===== src/rtl/bcd_pkg.sv =====
// bcd_pkg: shared defaults, FSM encoding and sizing helpers for the sequential BCD converter.
package bcd_pkg;
    localparam int BIN_W_DEF  = 16;
    localparam int DIGITS_DEF = 5;

    typedef enum logic [1:0] {IDLE, LOAD, SHIFT, DONE} state_e;

    function automatic int cnt_w(input int bin_w);
        return $clog2(bin_w + 1);
    endfunction

    function automatic bit digits_fit(input int bin_w, input int digits);
        longint unsigned p = 1;
        for (int i = 0; i < digits; i++) p = p * 10;
        return p > (64'd1 << bin_w) - 1;
    endfunction
endpackage


===== src/rtl/bcd_digit_adj.sv =====
// bcd_digit_adj: double-dabble digit correction, adds 3 to any digit of 5 or more.
module bcd_digit_adj (
    input  logic [3:0] d_i,
    output logic [3:0] q_o
);
    assign q_o = (d_i >= 4'd5) ? d_i + 4'd3 : d_i;
endmodule


===== src/rtl/bin2bcd_seq.sv =====
// bin2bcd_seq: sequential shift-and-add-3 binary-to-BCD converter, BIN_W+2 cycles per result.
// Optional BIN2BCD_AUTO_EN: a change of bin while idle starts a conversion without start.
module bin2bcd_seq
    import bcd_pkg::*;
#(
    parameter int BIN_W  = BIN_W_DEF,
    parameter int DIGITS = DIGITS_DEF
) (
    input  logic                  clk_10kHz,
    input  logic                  clrn,
    input  logic                  start,
    input  logic [BIN_W-1:0]      bin,
    output logic                  busy,
    output logic                  done,
    output logic [4*DIGITS-1:0]   bcd
);
    localparam int CW = cnt_w(BIN_W);

    if (!digits_fit(BIN_W, DIGITS)) begin : g_bad_digits
        $error("bin2bcd_seq: DIGITS too small for BIN_W");
    end

    state_e                state_q, state_d;
    logic [CW-1:0]         cnt_q, cnt_d;
    logic [4*DIGITS-1:0]   acc_q, acc_d;
    logic [BIN_W-1:0]      sr_q, sr_d;
    logic [4*DIGITS-1:0]   bcd_q, bcd_d;
    logic                  done_q, done_d;
    logic [4*DIGITS-1:0]   adj;
    logic                  trig;

    for (genvar g = 0; g < DIGITS; g++) begin : g_adj
        bcd_digit_adj u_adj (.d_i(acc_q[4*g +: 4]), .q_o(adj[4*g +: 4]));
    end

`ifdef BIN2BCD_AUTO_EN
    logic [BIN_W-1:0] last_q, last_d;
    assign trig = start || (bin != last_q);
    always_ff @(posedge clk_10kHz or negedge clrn) begin
        if (!clrn) last_q <= '0;
        else       last_q <= last_d;
    end
    always_comb last_d = (state_q == LOAD) ? bin : last_q;
`else
    assign trig = start;
`endif

    always_ff @(posedge clk_10kHz or negedge clrn) begin
        if (!clrn) begin
            state_q <= IDLE;
            cnt_q   <= '0;
            acc_q   <= '0;
            sr_q    <= '0;
            bcd_q   <= '0;
            done_q  <= 1'b0;
        end else begin
            state_q <= state_d;
            cnt_q   <= cnt_d;
            acc_q   <= acc_d;
            sr_q    <= sr_d;
            bcd_q   <= bcd_d;
            done_q  <= done_d;
        end
    end

    always_comb begin
        state_d = state_q;
        cnt_d   = cnt_q;
        acc_d   = acc_q;
        sr_d    = sr_q;
        bcd_d   = bcd_q;
        done_d  = 1'b0;
        case (state_q)
            IDLE: if (trig) state_d = LOAD;
            LOAD: begin
                acc_d   = '0;
                sr_d    = bin;
                cnt_d   = CW'(BIN_W);
                state_d = SHIFT;
            end
            SHIFT: begin
                // digits are corrected before the whole register moves left
                {acc_d, sr_d} = {adj, sr_q} << 1;
                cnt_d = cnt_q - CW'(1);
                if (cnt_q == CW'(1)) state_d = DONE;
            end
            DONE: begin
                bcd_d   = acc_q;
                done_d  = 1'b1;
                state_d = IDLE;
            end
            default: state_d = IDLE;
        endcase
    end

    assign busy = (state_q == LOAD) || (state_q == SHIFT);
    assign done = done_q;
    assign bcd  = bcd_q;
endmodule


===== config.mk =====
export PLATFORM = sky130hd
export DESIGN_NAME = bin2bcd_seq
export DESIGN_NICKNAME = d
export VERILOG_FILES = /design/src/rtl/bcd_pkg.sv /design/src/rtl/bcd_digit_adj.sv /design/src/rtl/bin2bcd_seq.sv
export SDC_FILE = /design/constraint.sdc
export NUM_CORES = 1
export LEC_CHECK = 0
export CAP_MARGIN = 20
export CORE_MARGIN = 5
export CORE_UTILIZATION = 55
export DETAILED_ROUTE_END_ITERATION = 8
export PLACE_DENSITY_LB_ADDON = 0.1
export SYNTH_ARGS = -nofsm -noshare
export SYNTH_HDL_FRONTEND = slang
export SYNTH_HIERARCHICAL = 1
export SYNTH_SLANG_ARGS = --single-unit
export TNS_END_PERCENT = 1

===== constraint.sdc =====
create_clock -name clk_10kHz -period 2.8 [get_ports clk_10kHz]
set_input_delay 0.42 -clock clk_10kHz [delete_from_list [all_inputs] [get_ports clk_10kHz]]
set_output_delay 0.42 -clock clk_10kHz [all_outputs]
set_load 0.1 [all_outputs]

[After elaboration in Yosys (flattened, before gate mapping)]
Index checks and enable logic that the tools add are counted.
Cells by class
  bitwise operators: 0
  reduce and logical (&&, ||, !) cells: 4
  shift operators: 0
  order comparisons: 5
  muxes and demuxes: 12
  $mul: 0
  add/subtract/negate cells: 6
  div/mod/pow operators: 0
  eq/ne operators: 6
Operator list (count)
  $pmux 20 s2: 1
  $pmux 16 s2: 1
  $ge 4x3->1 const B: 5
  $add 4x2->4 const B: 4
  $mux 4: 4
  $pmux 5 s2: 1
  $pmux 2 s4: 1
  $eq 5x1->1 const B: 1
  $sub 5x1->5 const B: 1
  $eq 2x2->1 const B: 2
  $mux 2: 2
  $ne 2x2->1 const B: 2
  $add 3x2->3 const B: 1
  $mux 3: 1
  $eq 2x1->1 const B: 1
  $logic_not 2->1: 1
  $reduce_and 2->1: 1
  $reduce_bool 2->1: 1
  $logic_or 1x1->1: 1
  $mux 1: 1
Word-level totals
  memories: 0
  latch bits: 0
  bits in registers: 64
  output and inout bits: 22
  bits of input ports: 19
  bits in read-only memories: 0
  logic and storage cells: 39
  RAM bits: 0

[Longest topological paths before layout]
  word-level depth: 3
  depth in mapped cells: 7
  mapped depth without buffers: 7

[By module]
Netlist, hierarchy kept.
Modules (own cells, without submodules)
  bin2bcd_seq: cells each 240, times used 1, area each 2700.1 um^2, seq. area each 1601.5 um^2
  bcd_digit_adj: cells each 16, times used 5, area each 101.3 um^2, seq. area each 0.0 um^2

[Least setup slack after synthesis]
No wires, ideal clock.
  path kind: reg-to-reg
  from: register state_q[0]
  to: register cnt_q[2]
  setup time: 121 ps
  cell stages (with the launch flop): 7
  clock period less this slack: 2219 ps
  path buffers: 2
  path slack: 581 ps
  data arrival time: 2098 ps
  required time: 2679 ps
  cell sequence: dfrtp_1 > inv_1 > ha_1 > clkbuf_1 > buf_2 > inv_1 > a22o_2
On the way
  longest elaborated chain between the ends: 2
  elaborated cells between the ends (all ways): 4
  classes of those cells: 2 x eq/ne; 1 x mux; 1 x reduce/logical
RTL lines
  start: declaration: RTL line bin2bcd_seq.sv:23  | state_e state_q, state_d;
  start signal: assignment: RTL line bin2bcd_seq.sv:57  | state_q <= state_d;
  $eq 2x2->1 or $eq 2x1->1 (tied branches): RTL line bin2bcd_seq.sv:73  | case (state_q)
  $pmux 5 s2 or $reduce_bool 2->1 (tied branches)
  end signal: assignment: RTL line bin2bcd_seq.sv:58  | cnt_q <= cnt_d;
  end: declaration: RTL line bin2bcd_seq.sv:24  | logic [CW-1:0] cnt_q, cnt_d;
Several ways; a longest one is shown, not always the timed one.
A chain may end at the register's enable or synchronous reset.

[Final worst setup path]
  from: register state_q[1]
  to: output busy
On the way
  longest elaborated chain between the ends: 2
  elaborated cells between the ends (all ways): 3
  classes of those cells: 2 x eq/ne; 1 x reduce/logical
RTL lines
  $eq 2x1->1 or $eq 2x2->1 (tied branches): RTL line bin2bcd_seq.sv:96  | assign busy = (state_q == LOAD) || (state_q == SHIFT);
  $logic_or 1x1->1 (*): RTL line bin2bcd_seq.sv:96
  end: declaration: RTL line bin2bcd_seq.sv:13  | output logic busy,
Every way passes the cells marked *; elsewhere a longest branch is shown, timed or not.

==> results.py <==
metrics = {
    "run_status": {
        "status": "completed",
    },
    "placed_design": {
        "gp_congestion": 0.790,
        "post-place-cells": 419,
        "io_buffers": 40,
        "post-dp-hpwl_mm": 3.91,
    },
    "synth": {
        "synth_nets": 350,
        "yosysWarnings": 6,
        "syn_inst": 316,
        "synth.avg_cell_area_sq_um": 10.1,
        "syn_area_sq_mm": 0.00319,
    },
    "grt": {
        "grt_pass1_vias": 2203,
        "grt_overflow": 0,
        "antenna_found_initial": 0,
        "grt_max_degree": 35,
        "grt_use_total_pct": 16.4,
        "grt_pass1_wl_mm": 9.67,
    },
    "setup_path": {
        "startpoint_type": "register",
        "slowest_delay_ns": 0.68,
        "r2r-start": "state_q[0]$_DFFE_PN0P_",
        "slowest_stage": "ha_2",
        "cp_max_fo": 31,
        "critical_path_arrival_ns": 1.70,
        "worstRegToRegCells": 5,
        "end_kind": "output pin",
        "worstPathRequired_ns": 2.38,
        "crit_chain": "inv_1, ha_2, buf_12",
        "rrSetupSlack_ns": 1.03,
        "reg2reg_to": "acc_q[12]$_DFFE_PN0P_",
        "crit_type": "register to output pin",
    },
    "detailed_routing": {
        "vias": 2237,
        "wl_mm": 5.49,
        "post_drt_wl_per_cell_um": 12.6,
        "viasPerCell": 5.13,
        "drc": 0,
        "drt_iter0_drc": 118,
        "ant_nets": 0,
        "first_pass_iters": 4,
    },
    "sta": {
        "fin_crit_ns": 2.12,
        "relSlewSlack_pct": 47.9,
        "rsz0062_at_grt": "no",
        "hold_viol_final": 0,
        "maxSlewViolCount": 0,
        "fmax_mhz": 472,
        "tns_ns": 0,
        "fin_crit_sh_pct": 75.6,
        "tightest_slew_ns": 0.782,
        "setup_violations": 0,
        "clock_skew_ns": 0.00532,
    },
    "die": {
        "row_count": 27,
        "io_pins": 41,
        "initial_core_util_pct": 57.2,
        "die-area_sq_mm": 0.00742,
        "die_height_um": 86.1,
        "dieWidth_um": 86.1,
        "core_area_sq_mm": 0.00557,
    },
    "clocking": {
        "cts_sinks": 64,
        "cts.repair.resized": 0,
        "cts_root_buf": "clkbuf_8",
        "postCtsHoldBufs": 1,
        "cts_setup_buffers": 0,
        "cts_buffer_depth": 2,
        "path_clk_slew_ns": 0.07,
        "cts-htree-levels": 3,
        "cts_buffers": 9,
        "cts_tree": "built",
        "clock_latency_ns": 0.33,
    },
    "final_layout": {
        "postLayoutCoreUtil_pct": 68.4,
        "nets": 393,
        "antenna-diode-count": 0,
        "fill_cells": 435,
        "fin_cells": 436,
        "layout-drive-gt1-share_pct": 20.9,
        "area_delta_synth_final_pct": 19.7,
    },
    "power_and_ir_drop": {
        "ir_drop_v": 0.00107,
        "leakage_nw": 1.79,
        "power.density_mw_per_mm2": 1110,
        "power_mw": 4.22,
    },
    "min_path": {
        "hp-start": "bcd[3]$_DFFE_PN0P_",
        "holdPathStages": 1,
        "min_to": "bcd[3]$_DFFE_PN0P_",
        "min_path_type": "register to register",
    },
    "flow_run": {
        "maxCapViolations": 0,
    },
}
-- sequential cells by signal (all words and copies together), names as in the netlist --
| signal | count |
|---|---|
| sr_q | 16 |
| state_q | 2 |
| acc_q | 20 |
| done | 1 |
| bcd | 20 |
| cnt_q | 5 |
-- power by group --
group          total [mW]  leakage, nW  switching, mW  internal [mW]
registers            1.34        0.833          0.155           1.19
clock network       0.713       0.0992          0.323          0.389
logic                2.16        0.857           1.46          0.703
total                4.22         1.79           1.94           2.28
-- routing by layer --
| layer | vias up | GRT usage, % | routed length, um |
|---|---|---|---|
| met4 | 0 | 6.33 | 109 |
| met2 | 40 | 26.2 | 2560 |
| met3 | 10 | 4.71 | 249 |
| met5 | - | 0 | 0 |
| met1 | 1044 | 20.9 | 2570 |
| li1 | 1143 | - | - |
-- worst max-delay path by stage --
stage / startpoint / end / cells after the start
after global placement: state_q[1]$_DFFE_PN0P_ / busy / 3
after detailed placement: state_q[0]$_DFFE_PN0P_ / acc_q[12]$_DFFE_PN0P_ / 5
after floorplan: state_q[0]$_DFFE_PN0P_ / cnt_q[2]$_DFFE_PN0P_ / 6
after CTS: state_q[1]$_DFFE_PN0P_ / busy / 3
after global routing: state_q[0]$_DFFE_PN0P_ / busy / 3
final: state_q[1]$_DFFE_PN0P_ / busy / 3
-- cell type report --
cell class	count	area [sq um]	area share, %
timing repair buffer	48	415	10.9
tap	72	90.1	2.36
sequential	64	1600	42.0
inverter	37	139	3.64
multi-input combinational	199	1380	36.3
clock inverter	3	15.0	0.394
clock buffer	13	169	4.43
-- critical path, delay by kind of cell, from the launching register on --
family,cells,cell delay [ns]
buf+inv,2,0.31
flops,1,0.37
fa+ha+maj,1,0.68
-- through the flow --
stage	instance area, sq um	hold WS, ns	worst slack [ns]
after floorplan	3190	0.124	0.581
after global placement	3620	0.346	1.07
after detailed placement	3620	0.348	1.01
after CTS	3810	0.513	0.651
after global routing	3810	0.534	0.533
final	3810	0.509	0.683
-- layout by cell type, fill, tap and decap left out, drive strengths merged --
cell	count
a21oi	22
a22o	1
buf	30
clkbuf	13
clkdlybuf4s50	17
clkinv	3
dfrtp	64
dlygate4sd3	1
ha	15
inv	37
mux2	20
mux2i	23
nand2	21
nand2b	9
nand3	23
nand3b	2
nor2	21
nor2b	1
nor3b	1
o21ai	31
o221ai	1
o22a	1
or3	1
or4b	1
xnor2	5
No activity file was read; power rests on OpenSTA's default activity.
